## config.mk

```make
export PLATFORM = sky130hd
export DESIGN_NAME = traffic_phase_fsm_flat
export DESIGN_NICKNAME = d
export VERILOG_FILES = /design/src/rtl/traffic_phase_fsm_if.sv /design/src/rtl/traffic_phase_fsm.sv /design/src/flat_wrapper.sv
export SDC_FILE = /design/constraint.sdc
export NUM_CORES = 1
export LEC_CHECK = 0
export BUFFER_PORTS_ARGS = -buffer_cell sky130_fd_sc_hd__buf_4
export CAP_MARGIN = 20
export CORE_UTILIZATION = 44
export CTS_CLUSTER_SIZE = 25
export DETAILED_ROUTE_END_ITERATION = 8
export PLACE_DENSITY = 0.73
export SLEW_MARGIN = 20
export SYNTH_ARGS = -nofsm -noshare
export SYNTH_HDL_FRONTEND = slang
export SYNTH_SLANG_ARGS = --single-unit
```

## constraint.sdc

```tcl
create_clock -name clk -period 1.6 [get_ports clk]
set_clock_uncertainty 0.2 [all_clocks]
set_input_delay 0.08 -clock clk [delete_from_list [all_inputs] [get_ports clk]]
set_output_delay 0.08 -clock clk [all_outputs]
set_load 0.005 [all_outputs]
```

## src/rtl/traffic_phase_fsm_if.sv

```systemverilog
// Signal bundle between the tick source / request inputs and the phase sequencer.
// The sequencer sits on the slave side; the stimulus or system side on the master side.
interface traffic_phase_fsm_if;
  logic       enable_1Hz;
  logic       side_sensor;
  logic       ped_button;
  logic [2:0] main_light;
  logic [2:0] side_light;
  logic       walk;
  logic [2:0] phase;
  logic [7:0] phase_timer;

  modport master (
    output enable_1Hz, side_sensor, ped_button,
    input  main_light, side_light, walk, phase, phase_timer
  );

  modport slave (
    input  enable_1Hz, side_sensor, ped_button,
    output main_light, side_light, walk, phase, phase_timer
  );
endinterface

```

## src/rtl/traffic_phase_fsm.sv

```systemverilog
// Two-road intersection phase sequencer counting phase durations in divider ticks.
// Optional pedestrian walk phase enabled by defining TRAFFIC_PED_REQUEST_EN.
module traffic_phase_fsm #(
  parameter int unsigned GREEN_MAIN = 4,
  parameter int unsigned GREEN_SIDE = 3,
  parameter int unsigned YELLOW     = 2,
  parameter int unsigned ALL_RED    = 1,
  parameter int unsigned WALK       = 2
) (
  input logic            clk,
  input logic            global_reset,
  traffic_phase_fsm_if.slave bus
);

  localparam logic [2:0] MAIN_G = 3'd0;
  localparam logic [2:0] MAIN_Y = 3'd1;
  localparam logic [2:0] RED_A  = 3'd2;
  localparam logic [2:0] SIDE_G = 3'd3;
  localparam logic [2:0] SIDE_Y = 3'd4;
  localparam logic [2:0] RED_B  = 3'd5;
  localparam logic [2:0] WALK_S = 3'd6;

  localparam logic [2:0] LAMP_R = 3'b100;
  localparam logic [2:0] LAMP_Y = 3'b010;
  localparam logic [2:0] LAMP_G = 3'b001;

  logic [2:0] state_q, state_d;
  logic [7:0] timer_q, timer_d;
  logic       side_req_q, side_req_d;
  logic       ped_req;
  logic [7:0] dur;
  logic       last;
  logic       expire;

  always_comb begin
    dur = 8'(GREEN_MAIN);
    case (state_q)
      MAIN_G:  dur = 8'(GREEN_MAIN);
      MAIN_Y:  dur = 8'(YELLOW);
      RED_A:   dur = 8'(ALL_RED);
      SIDE_G:  dur = 8'(GREEN_SIDE);
      SIDE_Y:  dur = 8'(YELLOW);
      RED_B:   dur = 8'(ALL_RED);
      WALK_S:  dur = 8'(WALK);
      default: dur = 8'(GREEN_MAIN);
    endcase
  end

  assign last   = (timer_q == (dur - 8'd1));
  assign expire = bus.enable_1Hz && last;

  always_comb begin
    state_d = state_q;
    if (expire) begin
      case (state_q)
        MAIN_G: if (side_req_q || ped_req) state_d = MAIN_Y;
        MAIN_Y: state_d = RED_A;
`ifdef TRAFFIC_PED_REQUEST_EN
        RED_A:  state_d = side_req_q ? SIDE_G : WALK_S;
`else
        RED_A:  state_d = SIDE_G;
`endif
        SIDE_G: state_d = SIDE_Y;
        SIDE_Y: state_d = RED_B;
        RED_B:  state_d = ped_req ? WALK_S : MAIN_G;
        default: state_d = MAIN_G;
      endcase
    end
  end

  // A non-expiring MAIN_G holds its timer at D-1 until a request arrives.
  always_comb begin
    timer_d = timer_q;
    if (state_d != state_q) begin
      timer_d = 8'd0;
    end else if (bus.enable_1Hz && !last) begin
      timer_d = timer_q + 8'd1;
    end
  end

  // Clear on entry to SIDE_G takes priority over a same-cycle set.
  always_comb begin
    side_req_d = side_req_q;
    if (state_d == SIDE_G && state_q != SIDE_G) begin
      side_req_d = 1'b0;
    end else if (bus.side_sensor && state_q != SIDE_G && state_q != SIDE_Y) begin
      side_req_d = 1'b1;
    end
  end

  always_ff @(posedge clk or negedge global_reset) begin
    if (!global_reset) begin
      state_q    <= MAIN_G;
      timer_q    <= 8'd0;
      side_req_q <= 1'b0;
    end else begin
      state_q    <= state_d;
      timer_q    <= timer_d;
      side_req_q <= side_req_d;
    end
  end

`ifdef TRAFFIC_PED_REQUEST_EN
  logic ped_req_q, ped_req_d;

  always_comb begin
    ped_req_d = ped_req_q;
    if (state_d == WALK_S && state_q != WALK_S) begin
      ped_req_d = 1'b0;
    end else if (bus.ped_button && state_q != WALK_S) begin
      ped_req_d = 1'b1;
    end
  end

  always_ff @(posedge clk or negedge global_reset) begin
    if (!global_reset) begin
      ped_req_q <= 1'b0;
    end else begin
      ped_req_q <= ped_req_d;
    end
  end

  assign ped_req  = ped_req_q;
  assign bus.walk = (state_q == WALK_S);
`else
  logic unused_ped_button;
  assign unused_ped_button = bus.ped_button;
  assign ped_req           = 1'b0;
  assign bus.walk          = 1'b0;
`endif

  // Lamps decode straight from the state register, so no input reaches an output.
  always_comb begin
    bus.main_light = LAMP_R;
    bus.side_light = LAMP_R;
    case (state_q)
      MAIN_G: bus.main_light = LAMP_G;
      MAIN_Y: bus.main_light = LAMP_Y;
      SIDE_G: bus.side_light = LAMP_G;
      SIDE_Y: bus.side_light = LAMP_Y;
      default: begin
        bus.main_light = LAMP_R;
        bus.side_light = LAMP_R;
      end
    endcase
  end

  assign bus.phase       = state_q;
  assign bus.phase_timer = timer_q;

endmodule

```

## src/flat_wrapper.sv

```systemverilog
// flat-port wrapper written by rule: the top's interface ports become plain ports
module traffic_phase_fsm_flat 
#(
  parameter int unsigned GREEN_MAIN = 4,
  parameter int unsigned GREEN_SIDE = 3,
  parameter int unsigned YELLOW     = 2,
  parameter int unsigned ALL_RED    = 1,
  parameter int unsigned WALK       = 2
)
  (clk, global_reset, bus_enable_1Hz, bus_side_sensor, bus_ped_button, bus_main_light, bus_side_light, bus_walk, bus_phase, bus_phase_timer);
  traffic_phase_fsm_if bus_i ();
  input logic clk;
  input logic global_reset;
  input wire logic [$bits(bus_i.enable_1Hz)-1:0] bus_enable_1Hz;
  input wire logic [$bits(bus_i.side_sensor)-1:0] bus_side_sensor;
  input wire logic [$bits(bus_i.ped_button)-1:0] bus_ped_button;
  output wire logic [$bits(bus_i.main_light)-1:0] bus_main_light;
  output wire logic [$bits(bus_i.side_light)-1:0] bus_side_light;
  output wire logic [$bits(bus_i.walk)-1:0] bus_walk;
  output wire logic [$bits(bus_i.phase)-1:0] bus_phase;
  output wire logic [$bits(bus_i.phase_timer)-1:0] bus_phase_timer;
  assign bus_i.enable_1Hz = bus_enable_1Hz;
  assign bus_i.side_sensor = bus_side_sensor;
  assign bus_i.ped_button = bus_ped_button;
  assign bus_main_light = bus_i.main_light;
  assign bus_side_light = bus_i.side_light;
  assign bus_walk = bus_i.walk;
  assign bus_phase = bus_i.phase;
  assign bus_phase_timer = bus_i.phase_timer;
  traffic_phase_fsm #(.GREEN_MAIN(GREEN_MAIN), .GREEN_SIDE(GREEN_SIDE), .YELLOW(YELLOW), .ALL_RED(ALL_RED), .WALK(WALK)) u_core (.clk(clk), .global_reset(global_reset), .bus(bus_i));
endmodule
```

Word level (Yosys, flattened, before mapping)
Index checks and enable logic that the tools add are counted.
{"block": "op_classes", "n_addsub": 2, "n_mul": 0, "n_div": 0, "order_cmp": 0, "eq_ne": 11, "shifts": 0, "muxes": 10, "bitwise": 0, "reduce_logical": 11}
{"operator": "$mux 8", "count": 2}
{"operator": "$pmux 3 s5", "count": 1}
{"operator": "$pmux 3 s2", "count": 2}
{"operator": "$eq 3x2->1 const B", "count": 3}
{"operator": "$eq 3x3->1 const B", "count": 3}
{"operator": "$pmux 3 s3", "count": 1}
{"operator": "$add 8x1->8 const B", "count": 1}
{"operator": "$eq 8x8->1", "count": 1}
{"operator": "$mux 3", "count": 2}
{"operator": "$logic_and 1x1->1", "count": 5}
{"operator": "$reduce_bool 2->1", "count": 2}
{"operator": "$sub 3x1->4 const B", "count": 1}
{"operator": "$eq 3x1->1 const B", "count": 1}
{"operator": "$logic_not 3->1", "count": 1}
{"operator": "$ne 3x2->1 const B", "count": 1}
{"operator": "$ne 3x3->1", "count": 1}
{"operator": "$ne 3x3->1 const B", "count": 1}
{"operator": "$reduce_or 3->1", "count": 1}
{"operator": "$mux 1", "count": 2}
{"operator": "$reduce_or 2->1", "count": 1}
{"operator": "$logic_not 1->1", "count": 1}
{"block": "totals", "regBits": 12, "latch_bits": 0, "ram_bits": 0, "mem_bits_ro": 0, "input_bits": 5, "word_cells": 37, "n_memories": 0}

Logic depth before layout (Yosys ltp)
Gate-level depths: netlist of run 1.
{"block": "logic_depth", "depth_word": 10, "ltp_mapped": 6, "depth_no_buf": 4}

Worst setup path before layout of run 1
No wires, ideal clock.
{"block": "synth_timing", "path_kind": "reg2reg", "startpoint": "register u_core.state_q[1], in the netlist u_core.bus.phase[1]", "endpoint": "register u_core.timer_q[0], in the netlist u_core.bus.phase_timer[0]", "setup_time_ps": 83, "arrival_time_ps": 1402, "path_slack_ps": -84, "path_stages_with_launch": 6, "n_path_buf": 2, "synth_period_minus_slack_ps": 1684, "cell_sequence": "dfrtp_1 -> buf_6 -> or2_1 -> buf_2 -> o41a_1 -> o22ai_1"}
{"block": "synth_between", "elab_chain_len": 9, "word_cells_on_any_way": 21, "classes_between": "1 x add/sub; 8 x eq/ne; 5 x mux; 7 x reduce/logical"}
{"item": "start: declaration", "line": "traffic_phase_fsm.sv:27", "rtl": "logic [2:0] state_q, state_d;"}
{"item": "start signal: assignment", "line": "traffic_phase_fsm.sv:97", "rtl": "state_q <= state_d;"}
{"item": "$eq 3x3->1, or another cell as far along", "line": "traffic_phase_fsm.sv:37", "rtl": "case (state_q)"}
{"item": "$reduce_or 3->1 (no source line) / $reduce_or 2->1 (equally long branches)"}
{"item": "$pmux 3 s3", "line": "traffic_phase_fsm.sv:37"}
{"item": "$sub 3x1->4", "line": "traffic_phase_fsm.sv:49", "rtl": "assign last = (timer_q == (dur - 8'd1));"}
{"item": "$eq 8x8->1", "line": "traffic_phase_fsm.sv:49"}
{"item": "$logic_and 1x1->1", "line": "traffic_phase_fsm.sv:50", "rtl": "assign expire = bus.enable_1Hz && last;"}
{"item": "$mux 3", "line": "traffic_phase_fsm.sv:54", "rtl": "if (expire) begin"}
{"item": "$ne 3x3->1", "line": "traffic_phase_fsm.sv:74", "rtl": "if (state_d != state_q) begin"}
{"item": "$mux 8 / $reduce_bool 2->1 (equally long branches)"}
{"item": "end signal: assignment", "line": "traffic_phase_fsm.sv:98", "rtl": "timer_q <= timer_d;"}
{"item": "end: declaration", "line": "traffic_phase_fsm.sv:28", "rtl": "logic [7:0] timer_q, timer_d;"}
Several ways; a longest one is shown, not always the timed one.
A chain may end at the register's enable or synchronous reset.

Final worst setup path of run 1
{"block": "layout_timing", "startpoint": "register u_core.timer_q[1], in the netlist u_core.bus.phase_timer[1]", "endpoint": "register u_core.timer_q[0], in the netlist u_core.bus.phase_timer[0]"}
{"block": "layout_between", "elab_chain_len": 5, "word_cells_on_any_way": 8, "classes_between": "2 x eq/ne; 2 x mux; 4 x reduce/logical"}
{"item": "$eq 8x8->1 (*)", "line": "traffic_phase_fsm.sv:49"}
{"item": "$logic_and 1x1->1", "line": "traffic_phase_fsm.sv:50"}
{"item": "$mux 3", "line": "traffic_phase_fsm.sv:54"}
{"item": "$ne 3x3->1", "line": "traffic_phase_fsm.sv:74"}
{"item": "$mux 8 / $reduce_bool 2->1 (equally long branches)"}
Every way passes the cells marked *; elsewhere a longest branch is shown, timed or not.

==> impl_metrics.csv, run 1 <==
group,metric,value,unit
sta,max_clk_rate,509.1,MHz
power_and_ir_drop,overall_power_after_layout,0.003468,W
die,fp.dieArea,1884,sq um
power_and_ir_drop,ir_worst_vdd,0.001687,V
die,core_area,1559,sq um
run_status,run_status,"complete, but fails checks",
worst_hold_path,hold_path.startpoint,"u_core.bus.phase_timer[7]",
detailed_routing,drt-pass1-iter-count,6,
die,floorplan.initialDensity,48.39,%
cts,clkSlewWorstSetupHoldPaths,0.08,ns
sta,timing.final.setup_violations,11,
detailed_routing,ant_nets,0,
global_routing,grt_busiest_layer,"met2",
setup_path,critical_path.top_delay_family,"compound AO/OA/AOI/OAI gates",
global_routing,largest_net_degree_at_the_start_of_global_routing,13,
setup_path,worst_setup_path_class,"reg2reg",
global_routing,gr-usage-met3,5.417,%
sta,finalHoldViolations,0,
cts,numCtsBuffers,3,
setup_path,critical_path_peak_fanout,5,
flow_run,cap_viol_max_count,0,
synthesis,synth_top_area_share,39.80,%
die,rows,14,
global_routing,grt_first_pass_wirelength,4381,microns
cts,numClockSinks,12,
synthesis,synth_area,754.5,sq um
setup_path,critical_path.max_stage_delay,0.44,ns
synthesis,number_of_flops_mapped_to_enable_cells_by_yosys,0,
setup_path,worstSetupStartpointType,"flop",
power_and_ir_drop,clock_power_share,7.2,%
detailed_routing,drc_errors,3,
synthesis,postSynth.topFlopCell,"sky130_fd_sc_hd__dfrtp_1",
synthesis,post_synth_most_frequent_cells,"12 x sky130_fd_sc_hd__dfrtp_1, 8 x sky130_fd_sc_hd__nand2_1, 6 x sky130_fd_sc_hd__nor2_1, 6 x sky130_fd_sc_hd__xnor2_1, 4 x sky130_fd_sc_hd__nand3_1",
layout,final_cells,162,
power_and_ir_drop,switching_fraction_of_total_power,42.80,%
synthesis,yosysMostFrequentCell,"sky130_fd_sc_hd__dfrtp_1",
power_and_ir_drop,power.switching,0.001484,W
power_and_ir_drop,p_int,0.001984,W
sta,grt_setup_unrepaired,"true",
cts,clock_path_buffers,2,
synthesis,warnings_from_yosys,0,
setup_path,required,1.57,ns
layout,multi_input_comb_area,568.0,sq um
global_routing,globalRoute.totalOverflow,0,
power_and_ir_drop,total_leakage_power,0.6797,nW
synthesis,synth-async-reset-ratio,100.0,%
global_routing,grtUsageTotal,32.46,%
setup_path,path_buf_inv,2,
detailed_routing,wl_per_cell,25.33,microns
layout,fin_nets,153,
global_routing,grt_pass1_vias,910,
synthesis,synth.yosys.seq_area_share,39.80,%
layout,fraction_of_the_core_area_covered_by_cells_at_the_end_of_the_flow,96.39,%
placed_design,detailed_place_hpwl,1462,microns
power_and_ir_drop,pwr-share-comb,75.6,%
die,die_span_y,43.41,microns
synthesis,cell_count_after_synthesis,82,
setup_path,crit_chain,"buf_4 -> inv_1 -> or3_1 -> o41a_1 -> o22ai_1",
synthesis,dominant_cell_type_by_area_after_synthesis,"sky130_fd_sc_hd__dfrtp_1",
placed_design,port_buf_inserts,20,
synthesis,avgSynthCellArea,9.201,sq um
detailed_routing,initialDrtViolationCount,72,
detailed_routing,wirelength,4104,microns
synthesis,synth.area.top_cells,"sky130_fd_sc_hd__dfrtp_1 40%, sky130_fd_sc_hd__xnor2_1 7.0%, sky130_fd_sc_hd__mux2i_1 4.0%",
detailed_routing,vias,1078,
placed_design,dpl-instance-area,1054,sq um
setup_path,worstPathArrival,1.93,ns
cts,cts_root_buf,"sky130_fd_sc_hd__clkbuf_4",
setup_path,crit_slowest_cell,"sky130_fd_sc_hd__dfrtp_2",
global_routing,met1_track_utilization_from_global_routing,36.24,%
synthesis,syn_nets,88,
layout,share_of_cells_above_drive_strength_1,65.75,%
layout,regArea,305.3,sq um
setup_path,critical_path.endpoint_type,"flop",
sta,whs,0.3834,ns
layout,ant_diodes,0,
global_routing,use_met2,61.52,%
global_routing,grt_antenna_before_repair,0,
detailed_routing,viasPerCell,6.654,
synthesis,synth_cell_types,37,
sta,final_worst_path_period_share,122.8,%
sta,finalMaxSlewViolations,0,
placed_design,dpl.cell_count,135,
worst_hold_path,hold_path.class,"reg2reg",
setup_path,r2r_start,"u_core.bus.phase_timer[1]",
sta,fin_ws,-0.3644,ns
die,horizontal_die_dimension,43.41,microns
cts,htreeDepth,1,
run_status,failed_checks,"design-rule violations, negative setup slack",
setup_path,worst_setup_path_startpoint,"u_core.bus.phase_timer[1]",
cts,cts_tree,"built",
die,ios,23,
layout,synthToLayoutAreaGrowth,99.17,%
power_and_ir_drop,powerDensity,2308,nW/um^2
placed_design,globalplace.congestion,0.8264,
power_and_ir_drop,power_share_of_the_sequential_group,17.2,%
layout,postLayoutCellArea,1503,sq um
layout,layout.filler_cells,31,
sta,period_needed,1.964,ns
cts,insertion_delay,0.28,ns
synthesis,postSynthRegisterBits,12,
==> cells by family (layout without fill, tap and decap cells) <==
| logic type | count (synthesis) | in the layout | share of synthesized area (%) |
|---|---|---|---|
| AO/OA/AOI/OAI | 12 | 12 | 11.11 |
| AND/OR/NAND/NOR | 35 | 35 | 25.71 |
| XOR/XNOR | 7 | 7 | 8.126 |
| adder cells (fa/ha/maj) | 1 | 1 | 1.658 |
| flip-flops | 12 | 12 | 39.80 |
| multiplexers | 3 | 3 | 3.980 |
| buffers and inverters | 11 | 75 | 9.120 |
| other | 1 | 1 | 0.4970 |
==> sequential cells by signal (all words and copies together), names as in the netlist <==
name,flops
u_core.side_req_q,1
u_core.bus.phase,3
u_core.bus.phase_timer,8
==> cell type report <==
type / instances / share of cell area (%)
Clock buffer: 4 / 2.415
Inverter: 4 / 1.166
Multi-Input combinational cell: 59 / 37.80
Sequential cell: 12 / 20.32
Tap cell: 16 / 1.332
Timing Repair Buffer: 67 / 36.97
==> routing by layer <==
metal  part of all wire (%)  vias to the layer above  wire (microns)
met1                     35                      518            1445
met4                    8.2                        0             335
met5                      0                        -               0
met3                    9.6                       38             395
li1                       -                      413               -
met2                     47                      109            1927
==> path summary, 6_finish.rpt <==
check                      slack (ns)                         to  cells past startpoint
max                             -0.36  u_core.bus.phase_timer[0]                      5
min                              0.38  u_core.bus.phase_timer[7]                      1
max reg2reg                     -0.36  u_core.bus.phase_timer[0]                      5
min reg2reg                      0.38  u_core.bus.phase_timer[7]                      1
max in group asynchronous        0.41  u_core.bus.phase_timer[0]                      3
min in group asynchronous        0.61  u_core.bus.phase_timer[5]                      3
==> cells in the final DEF, fill, tap and decap left out, drive strengths merged <==
cell | synthesis | layout
and4 | 1 | 1
nor4 | 2 | 2
nand3 | 4 | 4
o22ai | 2 | 2
or2 | 2 | 2
clkbuf | 1 | 4
or3 | 1 | 1
inv | 4 | 4
nor4b | 1 | 1
a21oi | 1 | 1
o21ai | 3 | 3
dlygate4sd3 | 0 | 4
o211ai | 1 | 1
xor2 | 1 | 1
xnor2 | 6 | 6
nor4bb | 1 | 1
nor3b | 2 | 2
buf | 6 | 63
ha | 1 | 1
conb | 1 | 1
nand4 | 3 | 3
a211oi | 2 | 2
o41a | 1 | 1
and2b | 1 | 1
dfrtp | 12 | 12
mux2i | 3 | 3
nand2 | 8 | 8
nor2 | 6 | 6
nor2b | 1 | 1
a31oi | 2 | 2
nor3 | 1 | 1
and3b | 1 | 1
==> per-stage QoR <==
step                      TNS (ns)  setup slack (ns)
after global routing        -2.498           -0.3907
final                       -2.236           -0.3644
after CTS                  -0.7095           -0.1243
after floorplan            -0.3049          -0.08197
after global placement     -0.5378           -0.1371
after detailed placement   -0.8606           -0.2021
==> timing repair <==
action | CTS | global route
hold endpoints to repair | 18 | 12
resized for setup | 27 | 21
hold buffers | 4 | 1
pin swaps | 13 | 8
buffers inserted | 12 | 8
endpoints found under the setup margin | 12 | 12
==> power by group through the flow <==
stage	Clock, W	Sequential, W	Combinational (W)
final	0.000250	0.000597	0.00262
after global routing	0.000262	0.000608	0.00268
after CTS	0.000252	0.000541	0.00181
after detailed placement	0	0.000577	0.00133
after global placement	0	0.000569	0.00130
after floorplan	0	0.000546	0.000636
Power figures use the tool's default switching activity.
==> run 2, diff against run 1 <==
Settings changed: CELL_PAD_IN_SITES_DETAIL_PLACEMENT from default to 1, CELL_PAD_IN_SITES_GLOBAL_PLACEMENT from default to 1, CORE_UTILIZATION 44 to 39, PLACE_DENSITY 0.73 to default, PLACE_DENSITY_LB_ADDON from default to 0.1.
Clock period 1.6 ns to 2.4 ns, I/O delays scaled along.
==> run 2 against run 1 <==
The flow now finishes without violations. Cell area is 37% lower. Sequential cell count stayed put. Global-route usage is 12 points lower. Die area is 12% higher. Hold slack worse by 0.37 ns. Via count is 37% lower. Combinational power is 78% lower. Wire length is 56% lower. Critical endpoint is now u_core.bus.phase_timer[1].
==> impl_metrics.csv, run 2 (synthesis gave the netlist of run 1 again) <==
group,metric,value,unit
detailed_routing,drc_errors,0,
sta,setup-tns-final,0,ns
sta,max_clk_rate,505.6,MHz
die,rows,15,
layout,layout_common_cells,"20 x sky130_fd_sc_hd__buf_4, 12 x sky130_fd_sc_hd__dfrtp_1, 8 x sky130_fd_sc_hd__nand2_1",
global_routing,grtUsageTotal,20.02,%
cts,cts_tree,"built",
run_status,run_status,"complete, no violations",
setup_path,critical_path_peak_fanout,14,
sta,fin_ws,0.4222,ns
cts,clock_path_buffers,2,
sta,finalHoldViolations,0,
setup_path,required,2.34,ns
cts,cts_root_buf,"sky130_fd_sc_hd__clkbuf_4",
global_routing,globalRoute.totalOverflow,0,
cts,htreeDepth,1,
cts,numClockSinks,12,
global_routing,grt_antenna_before_repair,0,
power_and_ir_drop,total_leakage_power,0.4123,nW
detailed_routing,initialDrtViolationCount,8,
setup_path,critical_path.endpoint_type,"flop",
detailed_routing,wl_per_cell,14.24,microns
sta,period_needed,1.978,ns
cts,clkSlewWorstSetupHoldPaths,0.09,ns
placed_design,detailed_place_hpwl,1319,microns
global_routing,grt_first_pass_wirelength,2967,microns
layout,share_of_cells_above_drive_strength_1,27.45,%
detailed_routing,wirelength,1808,microns
detailed_routing,drt-pass1-iter-count,2,
sta,timing.final.setup_violations,0,
sta,final_worst_path_period_share,82.41,%
cts,numCtsBuffers,3,
placed_design,pre_cts_slack,0.4272,ns
setup_path,worstPathArrival,1.91,ns
die,die_span_y,45.99,microns
power_and_ir_drop,powerDensity,1243,nW/um^2
die,ios,23,
die,floorplan.initialDensity,42.77,%
layout,fin_nets,109,
die,fp.dieArea,2115,sq um
sta,finalMaxSlewViolations,0,
layout,final_cells,127,
worst_hold_path,hold_path.class,"in2async",
detailed_routing,ant_nets,0,
setup_path,worstSetupStartpointType,"flop",
layout,flip_flop_count_of_the_largest_register_all_copies_and_words_added,8,
die,core_area,1764,sq um
placed_design,globalplace.congestion,0.7349,
global_routing,grt_pass1_vias,645,
sta,maxSlewHeadroom,66.52,%
detailed_routing,vias,682,
placed_design,dpl.cell_count,120,
layout,synthToLayoutAreaGrowth,26.04,%
setup_path,worst_setup_path_class,"reg2reg",
sta,whs,0.01488,ns
power_and_ir_drop,ir_worst_vdd,0.0007042,V
sta,grt_setup_unrepaired,"false",
flow_run,cap_viol_max_count,0,
placed_design,port_buf_inserts,20,
layout,mostFrequentLayoutCell,"sky130_fd_sc_hd__buf_4",
cts,insertion_delay,0.27,ns
layout,ant_diodes,0,
die,horizontal_die_dimension,45.99,microns
sta,worst_pin_slew,0.4992,ns
detailed_routing,viasPerCell,5.370,
global_routing,largest_net_degree_at_the_start_of_global_routing,15,
-- run 2: changes by cell type in the layout (fill, tap and decap cells not counted), sizes merged --
| cell | delta |
|---|---|
| buf | -43 |
| dlygate4sd3 | -1 |
-- run 2: timing repair --
action / CTS / global route
setup buffers: 0 / 0
resized for setup: 0 / 0
hold endpoints to repair: 15 / 0
hold buffers: 3 / 0
-- run 2: cell type report --
| cell class | instances | area, sq um |
|---|---|---|
| Sequential cell | 12 | 300.3 |
| Inverter | 4 | 17.52 |
| Clock buffer | 4 | 36.28 |
| Tap cell | 25 | 31.28 |
| Multi-Input combinational cell | 59 | 385.4 |
| Fill cell | 213 | 813.3 |
| Timing Repair Buffer | 23 | 180.2 |
-- run 2: metal layers --
layer,share of wire [%],up-vias,global-route usage [%]
met1,47,342,28.75
met5,0,-,0
li1,-,327,-
met4,1.2,0,5.294
met3,2.9,2,4.762
met2,48,11,29.86
-- run 2: report_power, final --
part           total (W)  leakage (nW)  switching [W]  internal [W]
clock           0.000165        0.0210      0.0000731     0.0000921
sequential      0.000450         0.149       0.000176      0.000274
combinational   0.000567         0.242       0.000258      0.000309
total            0.00118         0.412       0.000507      0.000675
-- run 2: worst max-delay path, stage by stage (launching register included) --
cell	delay, ns
sky130_fd_sc_hd__dfrtp_1	0.56
sky130_fd_sc_hd__nor4b_1	0.35
sky130_fd_sc_hd__nor4_1	0.12
sky130_fd_sc_hd__a211oi_1	0.46
sky130_fd_sc_hd__o22ai_1	0.14
-- run 2: through the flow --
stage               util (%)  power (W)  instance area [sq um]
floorplan                  -  0.0007881                  754.5
global placement       50.14  0.0009931                  884.6
detailed placement     50.14   0.001019                  884.6
CTS                    53.90   0.001195                  950.9
global route           53.90   0.001281                  950.9
finish                 53.90   0.001182                  950.9
-- run 2: path summary, 6_finish.rpt --
kind / from / to / slack, ns / cells past startpoint
worst max register to register: u_core.bus.phase_timer[0] / u_core.bus.phase_timer[1] / 0.42 / 4
max in group asynchronous: global_reset / u_core.bus.phase_timer[2] / 1.82 / 2
worst max-delay path: u_core.bus.phase_timer[0] / u_core.bus.phase_timer[1] / 0.42 / 4
worst min register to register: u_core.bus.phase_timer[7] / u_core.bus.phase_timer[7] / 0.32 / 1
worst min-delay path: global_reset / u_core.bus.phase[2] / 0.01 / 2
min in group clk: u_core.bus.phase_timer[7] / u_core.bus.phase_timer[7] / 0.32 / 1
==> run 3, diff against run 2 <==
Settings changed: ABC_AREA from default to 1, CORE_UTILIZATION 39 to 31.
Clock period 2.4 ns to 1.7 ns, I/O delays scaled along.
==> run 3 against run 2 <==
The flow now finishes with violations (negative setup slack). Wire length up 35%. Maximum frequency is 12% higher. Sequential share of layout area down 7.6 points. Critical path type unchanged. Register-to-register slack got worse by 0.48 ns. Clock power rose by 9%.
==> impl_metrics.csv, run 3 <==
group,metric,value,unit
synthesis,cell_count_after_synthesis,109,
synthesis,warnings_from_yosys,0,
power_and_ir_drop,total_leakage_power,0.6321,nW
die,floorplan.initialDensity,34.20,%
layout,flip_flop_count_of_the_largest_register_all_copies_and_words_added,8,
cts,numCtsBuffers,3,
worst_hold_path,hold_path.class,"reg2reg",
placed_design,globalplace.congestion,0.7571,
global_routing,grt_pass1_vias,918,
worst_hold_path,hold_path.startpoint,"u_core.side_req_q",
sta,setup-tns-final,-0.3341,ns
sta,period_needed,1.758,ns
layout,final_cells,186,
sta,final_worst_path_period_share,103.4,%
setup_path,crit_chain,"nor2_4 -> nand2_2 -> nand2_1 -> nand2_1 -> and2_4 -> buf_4 -> nand2_4 -> o21ai_4 -> nand2_1 -> o21ai_1",
cts,insertion_delay,0.27,ns
detailed_routing,wirelength,2437,microns
placed_design,dpl.cell_count,177,
synthesis,synth_area,785.8,sq um
synthesis,postSynthRegisterBits,12,
synthesis,synth.yosys.seq_area_share,38.22,%
detailed_routing,drc_errors,0,
global_routing,grt_first_pass_wirelength,4146,microns
detailed_routing,ant_nets,0,
worst_hold_path,whs_path_depth,4,
detailed_routing,vias,862,
die,horizontal_die_dimension,52.35,microns
die,core_area,2297,sq um
synthesis,post_synth_most_frequent_cells,"28 x sky130_fd_sc_hd__nand2_1, 14 x sky130_fd_sc_hd__inv_1, 12 x sky130_fd_sc_hd__dfrtp_1, 10 x sky130_fd_sc_hd__nand3_1, 9 x sky130_fd_sc_hd__nor2_1",
setup_path,r2r_start,"u_core.bus.phase[1]",
cts,numClockSinks,12,
layout,synthToLayoutAreaGrowth,61.15,%
detailed_routing,wl_per_cell,13.10,microns
die,ios,23,
sta,fin_ws,-0.05839,ns
global_routing,largest_net_degree_at_the_start_of_global_routing,13,
sta,finalMaxSlewViolations,0,
setup_path,critical_path.max_stage_delay,0.49,ns
detailed_routing,initialDrtViolationCount,6,
global_routing,globalRoute.totalOverflow,0,
global_routing,grtUsageTotal,21.16,%
placed_design,detailed_place_hpwl,1864,microns
setup_path,critical_path_peak_fanout,7,
layout,share_of_cells_above_drive_strength_1,48.10,%
global_routing,grt_antenna_before_repair,0,
power_and_ir_drop,powerDensity,1429,nW/um^2
sta,finalHoldViolations,0,
layout,layout.filler_cells,313,
sta,grt_setup_unrepaired,"true",
power_and_ir_drop,ir_worst_vdd,0.0007225,V
flow_run,cap_viol_max_count,0,
setup_path,worstPathArrival,1.72,ns
synthesis,dominant_cell_type_by_area_after_synthesis,"sky130_fd_sc_hd__dfrtp_1",
synthesis,synth_cell_types,25,
worst_hold_path,min_delay_worst_endpoint,"u_core.side_req_q",
synthesis,synth_top_area_share,38.22,%
cts,cts_tree,"built",
detailed_routing,viasPerCell,4.634,
synthesis,syn_nets,115,
layout,ant_diodes,0,
setup_path,worstSetupStartpointType,"flop",
setup_path,path_common_cell,"sky130_fd_sc_hd__nand2_1",
cts,htreeDepth,1,
run_status,failed_checks,"negative setup slack",
synthesis,synth-async-reset-ratio,100.0,%
run_status,run_status,"complete, but fails checks",
placed_design,port_buf_inserts,20,
synthesis,postSynth.topFlopCell,"sky130_fd_sc_hd__dfrtp_1",
cts,cts_root_buf,"sky130_fd_sc_hd__clkbuf_4",
die,die_span_y,52.35,microns
synthesis,number_of_flops_mapped_to_enable_cells_by_yosys,0,
setup_path,crit_slowest_cell,"sky130_fd_sc_hd__dfrtp_2",
setup_path,required,1.66,ns
setup_path,timing.reg2reg.worst_path_depth,10,
setup_path,r2r_slack,-0.06,ns
layout,fin_nets,166,
setup_path,critical_path.top_delay_family,"simple AND/OR/NAND/NOR gates",
synthesis,avgSynthCellArea,7.209,sq um
setup_path,critical_path.endpoint_type,"flop",
layout,mostFrequentLayoutCell,"sky130_fd_sc_hd__buf_4",
die,fp.dieArea,2740,sq um
cts,clock_path_buffers,2,
die,rows,17,
sta,max_clk_rate,568.7,MHz
sta,timing.final.setup_violations,8,
synthesis,synth.area.top_cells,"sky130_fd_sc_hd__dfrtp_1 38%, sky130_fd_sc_hd__nand2_1 13%, sky130_fd_sc_hd__inv_1 6.7%",
sta,maxSlewHeadroom,59.94,%
layout,layout_common_cells,"42 x sky130_fd_sc_hd__buf_4, 24 x sky130_fd_sc_hd__nand2_1, 12 x sky130_fd_sc_hd__inv_1",
synthesis,yosysMostFrequentCell,"sky130_fd_sc_hd__nand2_1",
setup_path,r2r-end,"u_core.bus.phase_timer[4]",
detailed_routing,drt-pass1-iter-count,4,
sta,worst_pin_slew,0.5989,ns
setup_path,worst_setup_path_class,"reg2reg",
cts,clkSlewWorstSetupHoldPaths,0.07,ns
setup_path,path_buf_inv,1,
-- run 3: power breakdown --
part,internal (W),total (W),switching [W],leakage (nW)
registers,0.000378,0.000497,0.000120,0.142
logic,0.000595,0.00113,0.000537,0.476
clock network,0.0000821,0.000180,0.0000977,0.0138
total,0.00106,0.00181,0.000754,0.632
-- run 3: logic make-up (layout without fill, tap and decap cells) --
group	Yosys count	count (layout)	share of synthesized area [%]
other	1	1	0.4772
buffers and inverters	18	66	9.077
adder cells (fa/ha/maj)	1	1	1.592
XOR/XNOR	4	4	4.459
flip-flops	12	12	38.22
AND/OR/NAND/NOR	61	61	36.78
AO/OA/AOI/OAI	12	13	9.395
-- run 3: worst max path at each step --
stage,depth (start not counted),end,start
final,10,u_core.bus.phase_timer[4],u_core.bus.phase[1]
after global routing,9,u_core.bus.phase_timer[4],u_core.bus.phase[1]
after CTS,9,u_core.bus.phase_timer[7],u_core.bus.phase[1]
after detailed placement,9,u_core.bus.phase_timer[7],u_core.bus.phase[1]
after global placement,9,u_core.bus.phase_timer[5],u_core.bus.phase[1]
after floorplan,8,u_core.side_req_q,u_core.bus.phase[1]
-- run 3: cell type report --
type / instances / area (sq um) / share of cell area (%)
Multi-Input combinational cell: 80 / 485.5 / 38.34
Timing Repair Buffer: 46 / 355.3 / 28.06
Sequential cell: 12 / 304.0 / 24.01
Inverter: 17 / 63.81 / 5.040
Tap cell: 28 / 35.03 / 2.767
Clock buffer: 3 / 22.52 / 1.779
-- run 3: worst min-delay path: stages, from the launching register on --
cell                      delay, ns
sky130_fd_sc_hd__dfrtp_1       0.36
sky130_fd_sc_hd__inv_1         0.06
sky130_fd_sc_hd__nand2_1       0.06
sky130_fd_sc_hd__nand2_1       0.05
sky130_fd_sc_hd__inv_1         0.04
-- run 3: layer usage --
layer,part of all wire (%),GRT usage (%)
met5,0,0
met3,2.2,1.739
met1,47,24.82
met2,48,37.97
met4,2.0,10.53
-- run 3: repair_timing --
| action | in CTS | in global routing |
|---|---|---|
| hold buffers | 4 | 0 |
| setup endpoints to repair | 12 | 13 |
| setup buffers | 1 | 0 |
| pin swaps | 4 | 1 |
| resized for setup | 13 | 10 |
| gates cloned | 1 | 0 |
| endpoints found under the hold margin | 19 | 0 |
-- run 3: metrics by stage --
| step | utilization [%] | power [W] | setup WS, ns | hold slack, ns | cell area [sq um] |
|---|---|---|---|---|---|
| 2_1_floorplan | - | 0.0009454 | 0.07777 | -0.4106 | 785.8 |
| 3_3_place_gp | 48.80 | 0.001474 | -0.06974 | -0.2623 | 1121 |
| 3_5_place_dp | 48.80 | 0.001524 | -0.1616 | -0.2597 | 1121 |
| 4_1_cts | 53.92 | 0.001799 | -0.06874 | 0.4012 | 1239 |
| 5_1_grt | 55.12 | 0.001971 | -0.1731 | 0.4274 | 1266 |
| 6_report | 55.12 | 0.001809 | -0.05839 | 0.3895 | 1266 |
